## src/rtl/pattern_sched_pkg.sv

```systemverilog
// Shared types and constants for the bit-serial pattern scheduler.
package pattern_sched_pkg;

    typedef enum logic [2:0] {
        ST_IDLE,
        ST_CLR,
        ST_SHIFT,
        ST_DRAIN,
        ST_REPORT
    } state_t;

    localparam int NREQ_DEF      = 4;
    localparam int WORD_W_DEF    = 16;
    localparam int DRAIN_CYC_DEF = 2;
    localparam int CNT_W         = 4;

    // Detector symbol encoding on det_d_o.
    localparam logic BIT_B = 1'b1;
    localparam logic BIT_C = 1'b0;

    function automatic logic [CNT_W-1:0] sat_inc(input logic [CNT_W-1:0] v);
        return (v == {CNT_W{1'b1}}) ? v : v + 1'b1;
    endfunction

endpackage

```

## src/rtl/pattern_sched_rr_arbiter.sv

```systemverilog
// Round-robin arbiter: combinational one-hot grant, pointer advances past the winner on en.
module rr_arbiter #(
    parameter int N     = 4,
    parameter int IDX_W = (N > 1) ? $clog2(N) : 1
) (
    input  logic             clk,
    input  logic             rst,
    input  logic [N-1:0]     req,
    input  logic             en,
    output logic [N-1:0]     grant,
    output logic [IDX_W-1:0] idx
);

    logic [IDX_W-1:0] ptr;
    logic [IDX_W-1:0] k;
    logic             found;

    // Scan starting at ptr, wrapping, first requester wins.
    always_comb begin
        grant = '0;
        idx   = '0;
        found = 1'b0;
        k     = '0;
        for (int i = 0; i < N; i++) begin
            k = IDX_W'((int'(ptr) + i) % N);
            if (!found && req[k]) begin
                found    = 1'b1;
                grant[k] = 1'b1;
                idx      = k;
            end
        end
    end

    always_ff @(posedge clk or posedge rst) begin
        if (rst) begin
            ptr <= '0;
        end else if (en) begin
            ptr <= (int'(idx) == N - 1) ? '0 : idx + 1'b1;
        end
    end

endmodule

```

## src/rtl/pattern_sched.sv

```systemverilog
// Time-shares one bit-serial BBCBC detector among NREQ requesters; reports a hit count per word.
module pattern_sched
    import pattern_sched_pkg::*;
#(
    parameter int NREQ      = NREQ_DEF,
    parameter int WORD_W    = WORD_W_DEF,
    parameter int DRAIN_CYC = DRAIN_CYC_DEF,
    localparam int ID_W     = (NREQ > 1) ? $clog2(NREQ) : 1
) (
    input  logic                   clk,
    input  logic                   rst,
    input  logic [NREQ-1:0]        req_i,
    input  logic [NREQ*WORD_W-1:0] word_i,
    output logic [NREQ-1:0]        ack_o,
    output logic                   busy_o,
    output logic                   det_clr_o,
    output logic                   det_d_o,
    output logic                   det_valid_o,
    input  logic                   det_hit_i,
    output logic                   result_valid_o,
    output logic [ID_W-1:0]        result_id_o,
    output logic [CNT_W-1:0]       result_cnt_o
);

    localparam int CYC_MAX = (WORD_W > DRAIN_CYC) ? WORD_W : DRAIN_CYC;
    localparam int CYC_W   = $clog2(CYC_MAX + 1);

    state_t            state, state_nx;
    logic [CYC_W-1:0]  cyc, cyc_nx;
    logic [CNT_W-1:0]  hits, hits_nx;
    logic [WORD_W-1:0] sreg;
    logic [NREQ-1:0]   gnt;
    logic [ID_W-1:0]   gnt_idx;
    logic [ID_W-1:0]   id_q;
    logic              grant_en;

    rr_arbiter #(
        .N     (NREQ),
        .IDX_W (ID_W)
    ) u_arb (
        .clk   (clk),
        .rst   (rst),
        .req   (req_i),
        .en    (grant_en),
        .grant (gnt),
        .idx   (gnt_idx)
    );

    always_comb begin
        state_nx = state;
        cyc_nx   = cyc;
        hits_nx  = hits;
        grant_en = 1'b0;
        case (state)
            ST_IDLE: begin
                if (|req_i) begin
                    grant_en = 1'b1;
                    state_nx = ST_CLR;
                end
            end
            ST_CLR: begin
                state_nx = ST_SHIFT;
                cyc_nx   = '0;
                hits_nx  = '0;
            end
            ST_SHIFT: begin
                if (det_hit_i) hits_nx = sat_inc(hits);
                if (cyc == CYC_W'(WORD_W - 1)) begin
                    cyc_nx   = '0;
                    state_nx = (DRAIN_CYC == 0) ? ST_REPORT : ST_DRAIN;
                end else begin
                    cyc_nx = cyc + 1'b1;
                end
            end
            ST_DRAIN: begin
                if (det_hit_i) hits_nx = sat_inc(hits);
                if (cyc == CYC_W'(DRAIN_CYC - 1)) begin
                    cyc_nx   = '0;
                    state_nx = ST_REPORT;
                end else begin
                    cyc_nx = cyc + 1'b1;
                end
            end
            ST_REPORT: state_nx = ST_IDLE;
            default:   state_nx = ST_IDLE;
        endcase
    end

    // Outputs are registered from the next state so each one lines up with the state it belongs to.
    always_ff @(posedge clk or posedge rst) begin
        if (rst) begin
            state          <= ST_IDLE;
            cyc            <= '0;
            hits           <= '0;
            id_q           <= '0;
            ack_o          <= '0;
            busy_o         <= 1'b0;
            det_clr_o      <= 1'b0;
            det_d_o        <= 1'b0;
            det_valid_o    <= 1'b0;
            result_valid_o <= 1'b0;
            result_id_o    <= '0;
            result_cnt_o   <= '0;
        end else begin
            state          <= state_nx;
            cyc            <= cyc_nx;
            hits           <= hits_nx;
            if (grant_en) id_q <= gnt_idx;
            ack_o          <= grant_en ? gnt : '0;
            det_clr_o      <= grant_en;
            busy_o         <= (state_nx != ST_IDLE);
            det_valid_o    <= (state_nx == ST_SHIFT) || (state_nx == ST_DRAIN);
            det_d_o        <= (state_nx == ST_SHIFT) ? sreg[WORD_W-1] : BIT_C;
            result_valid_o <= (state_nx == ST_REPORT);
            if (state_nx == ST_REPORT) begin
                result_id_o  <= id_q;
                result_cnt_o <= hits_nx;
            end
        end
    end

    // Word shifter: loaded at grant, MSB presented first.
    always_ff @(posedge clk) begin
        if (grant_en) begin
            sreg <= word_i[gnt_idx*WORD_W +: WORD_W];
        end else if (state_nx == ST_SHIFT) begin
            sreg <= {sreg[WORD_W-2:0], BIT_C};
        end
    end

endmodule

```

## config.mk

```make
export PLATFORM = sky130hd
export DESIGN_NAME = pattern_sched
export DESIGN_NICKNAME = d
export VERILOG_FILES = /design/src/rtl/pattern_sched_pkg.sv /design/src/rtl/pattern_sched_rr_arbiter.sv /design/src/rtl/pattern_sched.sv
export SDC_FILE = /design/constraint.sdc
export NUM_CORES = 1
export LEC_CHECK = 0
export CAP_MARGIN = 20
export CORE_UTILIZATION = 40
export DETAILED_ROUTE_END_ITERATION = 16
export GPL_TIMING_DRIVEN = 0
export HOLD_SLACK_MARGIN = 0.06
export PLACE_DENSITY = 0.69
export SYNTH_ARGS = -nofsm -noshare
export SYNTH_HDL_FRONTEND = slang
export SYNTH_SLANG_ARGS = --single-unit
```

## constraint.sdc

```tcl
create_clock -name clk -period 3.5 [get_ports clk]
set_clock_uncertainty 0.05 [all_clocks]
set_input_delay 1.05 -clock clk [delete_from_list [all_inputs] [get_ports clk]]
set_output_delay 1.05 -clock clk [all_outputs]
set_load 0.05 [all_outputs]
```

### Word-level counts from Yosys, hierarchy flattened

Cells that the tools add are included.

* output and inout port bits: 15
* logic and storage cells: 103
* input port bits: 71
* flip-flop bits (word level): 47

* reduce and logical (&&, ||, !) cells: 17
* muxes and demuxes: 44
* $lt $le $gt $ge: 8
* bitwise logic cells: 3
* equal/unequal tests: 10
* add/sub/neg operators: 6
* shifts and indexed selects: 1

Operators by type and width (number)
* 64-bit by 7-bit variable part select with 16-bit output: 1
* 16-bit 2-to-1 mux: 2
* 4-bit 2-to-1 mux: 7
* 5-bit case mux with 3 select lines: 1
* 1-bit 2-to-1 mux: 14
* 3-bit by 2-bit equality test with 1-bit output, second input constant: 4
* 2-bit by 3-bit < comparator with 1-bit output, second input constant: 4
* 4-bit bitwise OR: 3
* 3-bit case mux with 4 select lines: 1
* 2-bit 2-to-1 mux: 5
* 5-bit 2-to-1 mux: 2
* 3-bit 2-to-1 mux: 3
* 1-bit binary-select mux with 2-bit select: 4
* 1-bit demux with 2-bit select: 4
* 2-bit by 1-bit >= comparator with 1-bit output, second input constant: 4
* 4-bit case mux with 2 select lines: 1
* 1-bit logical AND: 7
* 3-bit nonzero test: 2
* 5-bit by 1-bit adder with 5-bit output, second input constant: 1
* 5-bit by 1-bit equality test with 1-bit output, second input constant: 1
* 5-bit by 4-bit equality test with 1-bit output, second input constant: 1
* 2-bit by 1-bit adder with 2-bit output, second input constant: 2
* 2-bit adder, second input constant: 2
* 4-bit by 1-bit adder with 4-bit output, second input constant: 1
* 10 further kinds: 12

### Logic depth before layout (Yosys ltp)

Gate-level depths: netlist (run 1).

* depth after elaboration: 14
* depth in mapped cells: 12
* gate-level depth less buffers: 9

### Hierarchy

From an unflattened synthesis (run 1), not the netlist that was laid out.

* cell total of the unflattened synthesis: 260
* area total of the unflattened synthesis: 2887.8 sq um

Modules (own cells, without submodules)
* pattern_sched: area an instance 2419.8 sq um, cells each 207, sequential area each 1206.2 sq um, times used 1
* rr_arbiter: area an instance 467.9 sq um, cells each 53, sequential area each 50.0 sq um, times used 1

### Worst setup path before layout (run 1)

Ideal clock, no wire load.

* path type: in2reg
* start: input port req_i[2]
* end: register sreg[14] (data pin)
* setup slack: 0.335 ns
* data arrival time: 2.858 ns
* setup time: 0.256 ns
* path buffers: 3
* data required time: 3.194 ns
* cell stages on the path: 8
* path through: buf_2 > mux4_2 > or2_1 > a211o_1 > a21o_1 > buf_6 > buf_6 > o22a_1

* cells in the longest elaborated chain, start to end: 14
* elaborated cells on any way between the ends: 26
* classes of those cells: shift (1); mux (18); reduce/logical (7)

Ends and longest elaborated chain
* start: declaration: line pattern_sched.sv:12 `input logic [NREQ-1:0] req_i,`
* 1-bit binary-select mux with 2-bit select: line pattern_sched_rr_arbiter.sv:26 `if (!found && req[k]) begin`
* 1-bit 2-to-1 mux (implied by the code): line pattern_sched_rr_arbiter.sv:26
* 1-bit 2-to-1 mux: line pattern_sched_rr_arbiter.sv:26
* 1-bit zero test: line pattern_sched_rr_arbiter.sv:26
* 1-bit logical AND: line pattern_sched_rr_arbiter.sv:26
* 1-bit 2-to-1 mux: line pattern_sched_rr_arbiter.sv:26
* 1-bit zero test: line pattern_sched_rr_arbiter.sv:26
* 1-bit logical AND: line pattern_sched_rr_arbiter.sv:26
* 1-bit 2-to-1 mux: line pattern_sched_rr_arbiter.sv:26
* 1-bit zero test: line pattern_sched_rr_arbiter.sv:26
* 1-bit logical AND: line pattern_sched_rr_arbiter.sv:26
* 2-bit 2-to-1 mux: line pattern_sched_rr_arbiter.sv:26
* 64-bit by 7-bit variable part select with 16-bit output: line pattern_sched.sv:125 `sreg <= word_i[gnt_idx*WORD_W +: WORD_W];`
* 16-bit 2-to-1 mux *: line pattern_sched.sv:124 `if (grant_en) begin`
* end signal: assignment: line pattern_sched.sv:125
* end signal: assignment: line pattern_sched.sv:127 `sreg <= {sreg[WORD_W-2:0], BIT_C};`
* end: declaration: line pattern_sched.sv:31 `logic [WORD_W-1:0] sreg;`

Mark *: on every way between the ends. The rest lies on a longest branch, timed or not. The select of a mux whose other input is x is not followed.
A chain may end at the register's enable or synchronous reset.

### Worst setup path in the final report (run 1)

* start: input port req_i[3]
* end: register sreg[14] (data pin)

The elaborated chain is that of the path after synthesis.

==> metrics.md, run 1 <==
| Metric | Value |
|---|---|
| Yosys Warn Count | `0` |
| Placed cell area | `3960 sq um` |
| Hold Vio Cnt, Final | `0` |
| Die height | `between 80 and 90 um` |
| Clock Path Buffers | `2` |
| CP delay by family, top | `buffers and inverters` |
| CP endpoint kind | `register` |
| Hold_ws | `between 0.4 and 0.5 ns` |
| Worst path most repeated cell | `buf_6` |
| Critical Path Start | `req_i[3]` |
| Post-synthesis cell count | `about 290` |
| Ys async rst share | `0.660` |
| Slowest stage delay, CP | `0.56 ns` |
| Sum Neg Setup Slack | `0 ns` |
| Worst path cell trace | `clkdlybuf4s50_1, mux4_2, or2_1, a211o_1, a21o_1, buf_6, buf_6, o22a_1` |
| Worst r2r dst | `sreg[13]$_DFFE_PP_` |
| Post-route cell area | `~4100 sq um` |
| Post-synthesis sequential area ratio | `0.422` |
| Detail Route Antenna Nets | `0` |
| Skew-Pair Late Insertion Delay | `0.30 ns` |
| Max Fanout on Critical Path | `10` |
| Fillers | `637` |
| Worst Path Buf+Inv | `3` |
| Worst R2R Setup Slack | `0.28 ns` |
| Die area | `just under 8000 sq um` |
| Avg WL per Cell | `13.6 um` |
| CP Class | `input port to register` |
| Slew Limit Fails | `0` |
| Clock sinks | `47` |
| Leak Pwr | `0.00180 uW` |
| Vias in the first global route | `2430` |
| # setup viols final | `0` |
| Slew headroom | `0.484` |
| Crit-path slowest cell | `mux4_2` |
| DP Wirelength | `5210 um` |
| CP arrival | `between 3 and 4 ns` |
| Root Buffer | `clkbuf_8` |
| Post-synthesis cell area | `2980 sq um` |
| Power per Cell Area | `861 nW/um^2` |
| Hold-fix buffers, CTS | `0` |
| DRC errors left | `0` |
| Via count | `roughly 2500` |
| Distinct cells, synth | `between 40 and 50` |
| EDFF count, synth | `16` |
| Diode count | `0` |
| Startpoint type of the worst setup path | `input port` |
| DIE WIDTH | `88.3 um` |
| RSZ-0062 raised after global routing | `false` |
| Routability cong. | `0.863` |
| I/O pins | `86` |
| First-pass GRT wire length | `11000 um` |
| Hold Crit Class | `register to register` |
| RR Startpoint | `u_arb.ptr[1]$_DFFE_PP0P_` |
| Clk slew on worst S/H paths | `0.10 ns` |
| Core footprint | `7210 sq um` |
| Largest net degree at the start of global routing | `18` |
| #FFs+latches synth | `47` |
| Post-synthesis net count | `between 300 and 400` |
| Worst EP required | `roughly 3.5 ns` |
| Total wire length | `6470 um` |
| Worst slew pin tran | `0.763 ns` |
| Tmin final | `roughly 3.3 ns` |
| Reg2reg path depth | `10` |
| Port Buf Inserts | `83` |
| Top_reg_cell synth | `dfrtp_1` |
| Row Count | `31` |
| Fraction of layout cells with a size suffix above 1 | `0.114` |
| MaxCap Viol Count | `0` |
| Fmax | `a little over 300 MHz` |
| CTS buffer count | `5` |
| Synthesized area per cell | `10.4 sq um` |
| Post-Place Setup Slack | `-0.623 ns` |
| Fin crit share | `0.931` |
| Peak supply drop | `between 0.3 and 0.4 mV` |
| Vias/cell | `about 5.2` |
| Gr usage total | `0.181` |
| Area Growth Syn to Fin | `38.3%` |
| Final nets | `462` |
| Worst Setup EP | `sreg[14]$_DFFE_PP_` |
| Initial antenna violation count | `0` |
| Initial Utilization | `0.413` |
| Gr ovfl total | `0` |
| CTS tree | `built` |
| DRC marker count from the first detailed-route iteration | `92` |
| Status | `finished clean` |
| WP depth | `8` |
| DR pass1 iterations | `4` |
| Final WS setup | `0.240 ns` |
| H-tree levels | `2` |
==> final cells by class <==
class	instances	area, sq um	area share
plain buffers	19	121	0.0295
clock buffers	5	68.8	0.0167
clock inverters	3	46.3	0.0112
inverters	13	48.8	0.0118
multi-input cells	205	1580	0.383
flip-flops and latches	47	1260	0.305
well taps	99	124	0.0301
repair buffers	86	876	0.213
==> power by group <==
part / switching (uW) / internal (uW)
combinational: 1200 / 923
clock: 193 / 215
sequential: 127 / 891
total: 1520 / 2030
==> placed cells by master (no fill, tap or decap), drive strengths merged, types with 4 or more instances in the layout <==
master          n
a22o            5
nor2           17
buf            14
o31ai           4
a2bb2oi        14
a221oi          4
inv            14
dfrtp          31
nand2b          5
a22oi           4
edfxtp         16
nand2          26
ha             14
clkdlybuf4s50  82
o21ai          25
nor2b           4
nand3           9
mux2i          32
clkbuf         13
mux2            6
==> worst min-delay path, delay by kind of cell (launching register included) <==
family,cells,cell delay (ns)
and+or+nand+nor,2,0.10
DFF,1,0.36
==> registers in the layout, summed over array words and instances, names as in the netlist <==
register	flops
det_clr_o	1
id_q	2
state	3
busy_o	1
det_d_o	1
u_arb.ptr	2
cyc	5
det_valid_o	1
ack_o	4
result_id_o	2
sreg	16
result_cnt_o	4
result_valid_o	1
hits	4
==> routing by layer <==
| layer | GRT usage | vias to the layer above | wire length, um |
|---|---|---|---|
| li1 | - | 1243 | - |
| met1 | 0.238 | 1133 | 2920 |
| met2 | 0.305 | 97 | 3050 |
| met3 | 0.0345 | 9 | 399 |
| met4 | 0.0528 | 0 | 93 |
| met5 | 0 | - | 0 |
==> cell usage after synthesis (all sizes together), types with 2 or more instances <==
| library cell | count | area, sq um |
|---|---|---|
| clkbuf | 8 | 30.0 |
| a31oi | 3 | 18.8 |
| buf | 12 | 78.8 |
| nor2b | 4 | 25.0 |
| mux2 | 6 | 67.6 |
| o31ai | 4 | 30.0 |
| a221oi | 4 | 35.0 |
| a2bb2oi | 14 | 123 |
| edfxtp | 16 | 480 |
| a22o | 5 | 43.8 |
| ha | 14 | 175 |
| mux2i | 32 | 320 |
| a211oi | 3 | 22.5 |
| a21o | 3 | 22.5 |
| o221ai | 2 | 17.5 |
| or2 | 3 | 18.8 |
| nor2 | 17 | 63.8 |
| nand3 | 9 | 45.0 |
| nand2 | 26 | 97.6 |
| nand2b | 5 | 31.3 |
| o21ai | 25 | 151 |
| mux4 | 3 | 67.6 |
| a21oi | 2 | 10.0 |
| dfrtp | 31 | 776 |
| inv | 13 | 48.8 |
| o22a | 2 | 17.5 |
| a22oi | 4 | 30.0 |
==> worst min-delay path by stage <==
stage	startpoint	cells after the start	endpoint	slack, ns
2_1_floorplan	id_q[0]$_DFFE_PP0P_	2	result_id_o[0]$_DFFE_PP0N_	0.39
3_3_place_gp	sreg[15]$_DFFE_PP_	1	det_d_o$_DFF_PP0_	0.41
3_5_place_dp	sreg[15]$_DFFE_PP_	1	det_d_o$_DFF_PP0_	0.41
4_1_cts	sreg[15]$_DFFE_PP_	1	det_d_o$_DFF_PP0_	0.43
5_1_grt	sreg[15]$_DFFE_PP_	1	det_d_o$_DFF_PP0_	0.45
6_report	id_q[1]$_DFFE_PP0P_	2	result_id_o[1]$_DFFE_PP0N_	0.43
==> repair_timing <==
action	4_1_cts	5_1_grt
setup endpoints to repair	18	32
hold endpoints to repair	0	0
pin swaps	0	1
setup buffers	0	2
gates resized for setup	5	5
==> metrics by stage <==
step | std cells | power (uW) | utilization
after floorplan | 285 | 2560 | -
after global placement | 467 | 3060 | 0.545
after detailed placement | 468 | 3090 | 0.549
after CTS | 476 | 3540 | 0.568
after global routing | 477 | 3820 | 0.571
final | 477 | 3550 | 0.571
==> cells by family (layout without fill, tap and decap cells) <==
kind of cell,after synthesis,in the layout,synth area share
compound gates,81,81,0.207
simple gates,69,69,0.106
flops,47,47,0.422
mux,41,41,0.153
buf+inv,33,126,0.0529
fa+ha+maj,14,14,0.0588
Power figures use the tool's default switching activity.
==> inputs of run 2 (changes only) <==
PLACE_DENSITY = 0.7   (was 0.69)
SYNTH_HIERARCHICAL = 1   (was default)
==> metrics.md, run 2 <==
| Metric | Value |
|---|---|
| Port Buf Inserts | `85 (was 83)` |
| Initial Utilization | `0.420 (was 0.413)` |
| Hold_ws | `0.438 ns (was 0.426 ns)` |
| Post-synthesis cell area | `2890 sq um (was 2980 sq um)` |
| Root Buffer | `clkbuf_8 (unchanged)` |
| Commonest cells post-synth | `nand2_1, dfrtp_1, mux4_2, edfxtp_1 (was mux2i_1, dfrtp_1, nand2_1, nor2_1, edfxtp_1)` |
| Row Count | `30 (was 31)` |
| Avg WL per Cell | `13.4 um (was 13.6 um)` |
| Initial antenna violation count | `0 (unchanged)` |
| Most common cell after layout, fill and taps aside | `clkdlybuf4s50_1 (unchanged)` |
| Core footprint | `6870 sq um (was 7210 sq um)` |
| Max Fanout on Critical Path | `10 (unchanged)` |
| Hold Crit Class | `register to register (unchanged)` |
| CP arrival | `3.40 ns (was 3.26 ns)` |
| Ys async rst share | `0.660 (unchanged)` |
| DRC errors left | `0 (unchanged)` |
| MaxCap Viol Count | `0 (unchanged)` |
| H-tree levels | `2 (unchanged)` |
| Largest Register | `sreg (unchanged)` |
| CTS buffer count | `5 (unchanged)` |
| Clk slew on worst S/H paths | `0.09 ns (was 0.10 ns)` |
| Power per Cell Area | `864 nW/um^2 (was 861 nW/um^2)` |
| Die height | `87.0 um (was 88.3 um)` |
| Diode count | `0 (unchanged)` |
| Status | `finished clean (unchanged)` |
| Skew-Pair Late Insertion Delay | `0.31 ns (was 0.30 ns)` |
| DRC marker count from the first detailed-route iteration | `47 (was 92)` |
| Max FFs per register | `16 (unchanged)` |
| Post-synthesis net count | `342 (was 370)` |
| CTS tree | `built (unchanged)` |
| Slew headroom | `0.599 (was 0.484)` |
| Area Growth Syn to Fin | `39.2% (was 38.3%)` |
| Gr usage total | `0.172 (was 0.181)` |
| Pint | `2030 uW (about the same)` |
| EDFF count, synth | `16 (unchanged)` |
| Post-route cell area | `4020 sq um (was 4120 sq um)` |
| Area leader, netlist | `dfrtp_1 (unchanged)` |
| DP Wirelength | `4660 um (was 5210 um)` |
| Gr ovfl total | `0 (unchanged)` |
| Hold-fix buffers, CTS | `0 (unchanged)` |
| Top_reg_cell synth | `dfrtp_1 (unchanged)` |
| Clock share of power | `0.101 (was 0.115)` |
| Worst slew pin tran | `0.596 ns (was 0.763 ns)` |
| Worst EP required | `3.52 ns (was 3.50 ns)` |
| #FFs+latches synth | `47 (unchanged)` |
| Peak supply drop | `0.410 mV (was 0.399 mV)` |
| Seq pwr share | `0.295 (was 0.287)` |
| Leak Pwr | `0.00171 uW (was 0.00180 uW)` |
| Largest net degree at the start of global routing | `30 (was 18)` |
| RSZ-0062 raised after global routing | `false (unchanged)` |
| Synthesized area per cell | `11.1 sq um (was 10.4 sq um)` |
| Fraction of layout cells with a size suffix above 1 | `0.154 (was 0.114)` |
| CP Class | `input port to register (unchanged)` |
| Tmin final | `3.37 ns (was 3.26 ns)` |
| Detail Route Antenna Nets | `0 (unchanged)` |
| Net switching power | `1440 uW (was 1520 uW)` |
| Total wire length | `6060 um (was 6470 um)` |
| Clock sinks | `47 (unchanged)` |
| Slew Limit Fails | `0 (unchanged)` |
| Via count | `2316 (was 2482)` |
| Power share of the combinational group | `0.604 (was 0.598)` |
| Startpoint type of the worst setup path | `input port (unchanged)` |
| Distinct cells, synth | `48 (unchanged)` |
| CP endpoint kind | `register (unchanged)` |
| First-pass GRT wire length | `10100 um (was 11000 um)` |
| DR pass1 iterations | `4 (unchanged)` |
| # setup viols final | `0 (unchanged)` |
| Most frequent cell after synthesis | `nand2_1 (was mux2i_1)` |
| Post-synthesis sequential area ratio | `0.435 (was 0.422)` |
| Fmax | `296 MHz (was 307 MHz)` |
| I/O pins | `86 (unchanged)` |
| DIE WIDTH | `87.0 um (was 88.3 um)` |
| Pwr Total | `3470 uW (was 3550 uW)` |
| Post-synthesis cell count | `260 (was 285)` |
| Fin crit share | `0.964 (was 0.931)` |
| Final nets | `437 (was 462)` |
| Vias in the first global route | `2203 (was 2430)` |
| Post-layout util | `0.585 (was 0.571)` |
| Top flop regs | `sreg (16), cyc (5) (unchanged)` |
| Routability cong. | `0.833 (was 0.863)` |
| Vias/cell | `5.12 (was 5.20)` |
| Yosys Warn Count | `6 (was 0)` |
| Top post-synthesis cells by area | `dfrtp_1, edfxtp_1, mux4_2 (was dfrtp_1, edfxtp_1, mux2i_1)` |
| Placed cell area | `3870 sq um (was 3960 sq um)` |
| Hold Vio Cnt, Final | `0 (unchanged)` |
| Share of the synthesized area in the top cell type | `0.269 (was 0.261)` |
| Net Sw Frac | `0.414 (was 0.428)` |
| Most frequent cells in the layout | `clkdlybuf4s50_1, nand2_1, dfrtp_1 (was clkdlybuf4s50_1, mux2i_1, dfrtp_1)` |
| Die area | `7560 sq um (was 7790 sq um)` |
| Clock Path Buffers | `2 (unchanged)` |
-- run 2: worst max-delay path, cell delays in order --
cell and delay (ns):
dlygate4sd2_1 0.30, mux4_2 0.50, nand2b_4 0.16, a211o_1 0.30, nand2_1 0.11, buf_6 0.17, buf_12 0.15, mux4_2 0.51
nand2_1 0.08, nand2_1 0.05
-- run 2: layout make-up --
type / instances / area (sq um)
buffer: 13 / 108
clock buffer: 6 / 82.6
clock inverter: 2 / 16.3
fill: 590 / 2850
inverter: 14 / 52.6
multi-input combinational: 186 / 1500
sequential: 47 / 1260
tap: 96 / 120
timing repair buffer: 88 / 888
-- run 2: path summary, 6_finish.rpt --
kind,startpoint,to,slack [ns],depth (start not counted)
setup / recovery,req_i[1],sreg[9]$_DFFE_PP_,0.13,10
hold / removal,id_q[0]$_DFFE_PP0P_,id_q[0]$_DFFE_PP0P_,0.44,2
setup reg to reg,register,sreg[9]$_DFFE_PP_,0.26,13
hold reg to reg,id_q[0]$_DFFE_PP0P_,id_q[0]$_DFFE_PP0P_,0.44,2
max in group asynchronous,rst,det_valid_o$_DFF_PP0_,2.02,3
min in group asynchronous,rst,asynchronous set/reset pin,0.87,2
-- run 2: repair_timing --
| action | in CTS | in global routing |
|---|---|---|
| setup endpoints to repair | 16 | 0 |
| endpoints found under the hold margin | 0 | 0 |
| resized for setup | 10 | 0 |
| buffers inserted | 1 | 0 |
-- run 2: cells by family after synthesis --
kind of cell,synth area share
flops,0.435
mux,0.188
xor+xnor,0.00303
compound gates,0.101
simple gates,0.176
buf+inv,0.0490
fa+ha+maj,0.0477
-- run 2: metal layers --
layer  vias up  wire length, um  GRT usage  part of all wire
met4         0               88     0.0561             0.015
li1       1123                -          -                 -
met2        72             3110      0.286              0.51
met5         -                0          0                 0
met3         4              282     0.0417             0.047
met1      1117             2590      0.221              0.43
-- run 2: power by group through the flow --
stage	combinational (uW)	sequential (uW)	clock [uW]
floorplan	1330	1220	0
global placement	1980	1030	0
detailed placement	2040	1040	0
CTS	2110	1030	358
global route	2290	1060	383
finish	2100	1020	351
-- run 2: stage by stage --
stage	std cells	setup slack [ns]	TNS, ns
finish	452	0.126	0
global route	452	0.00912	0
global placement	441	-0.695	-8.89
detailed placement	442	-0.742	-9.60
floorplan	260	0.0845	0
CTS	451	0.118	0
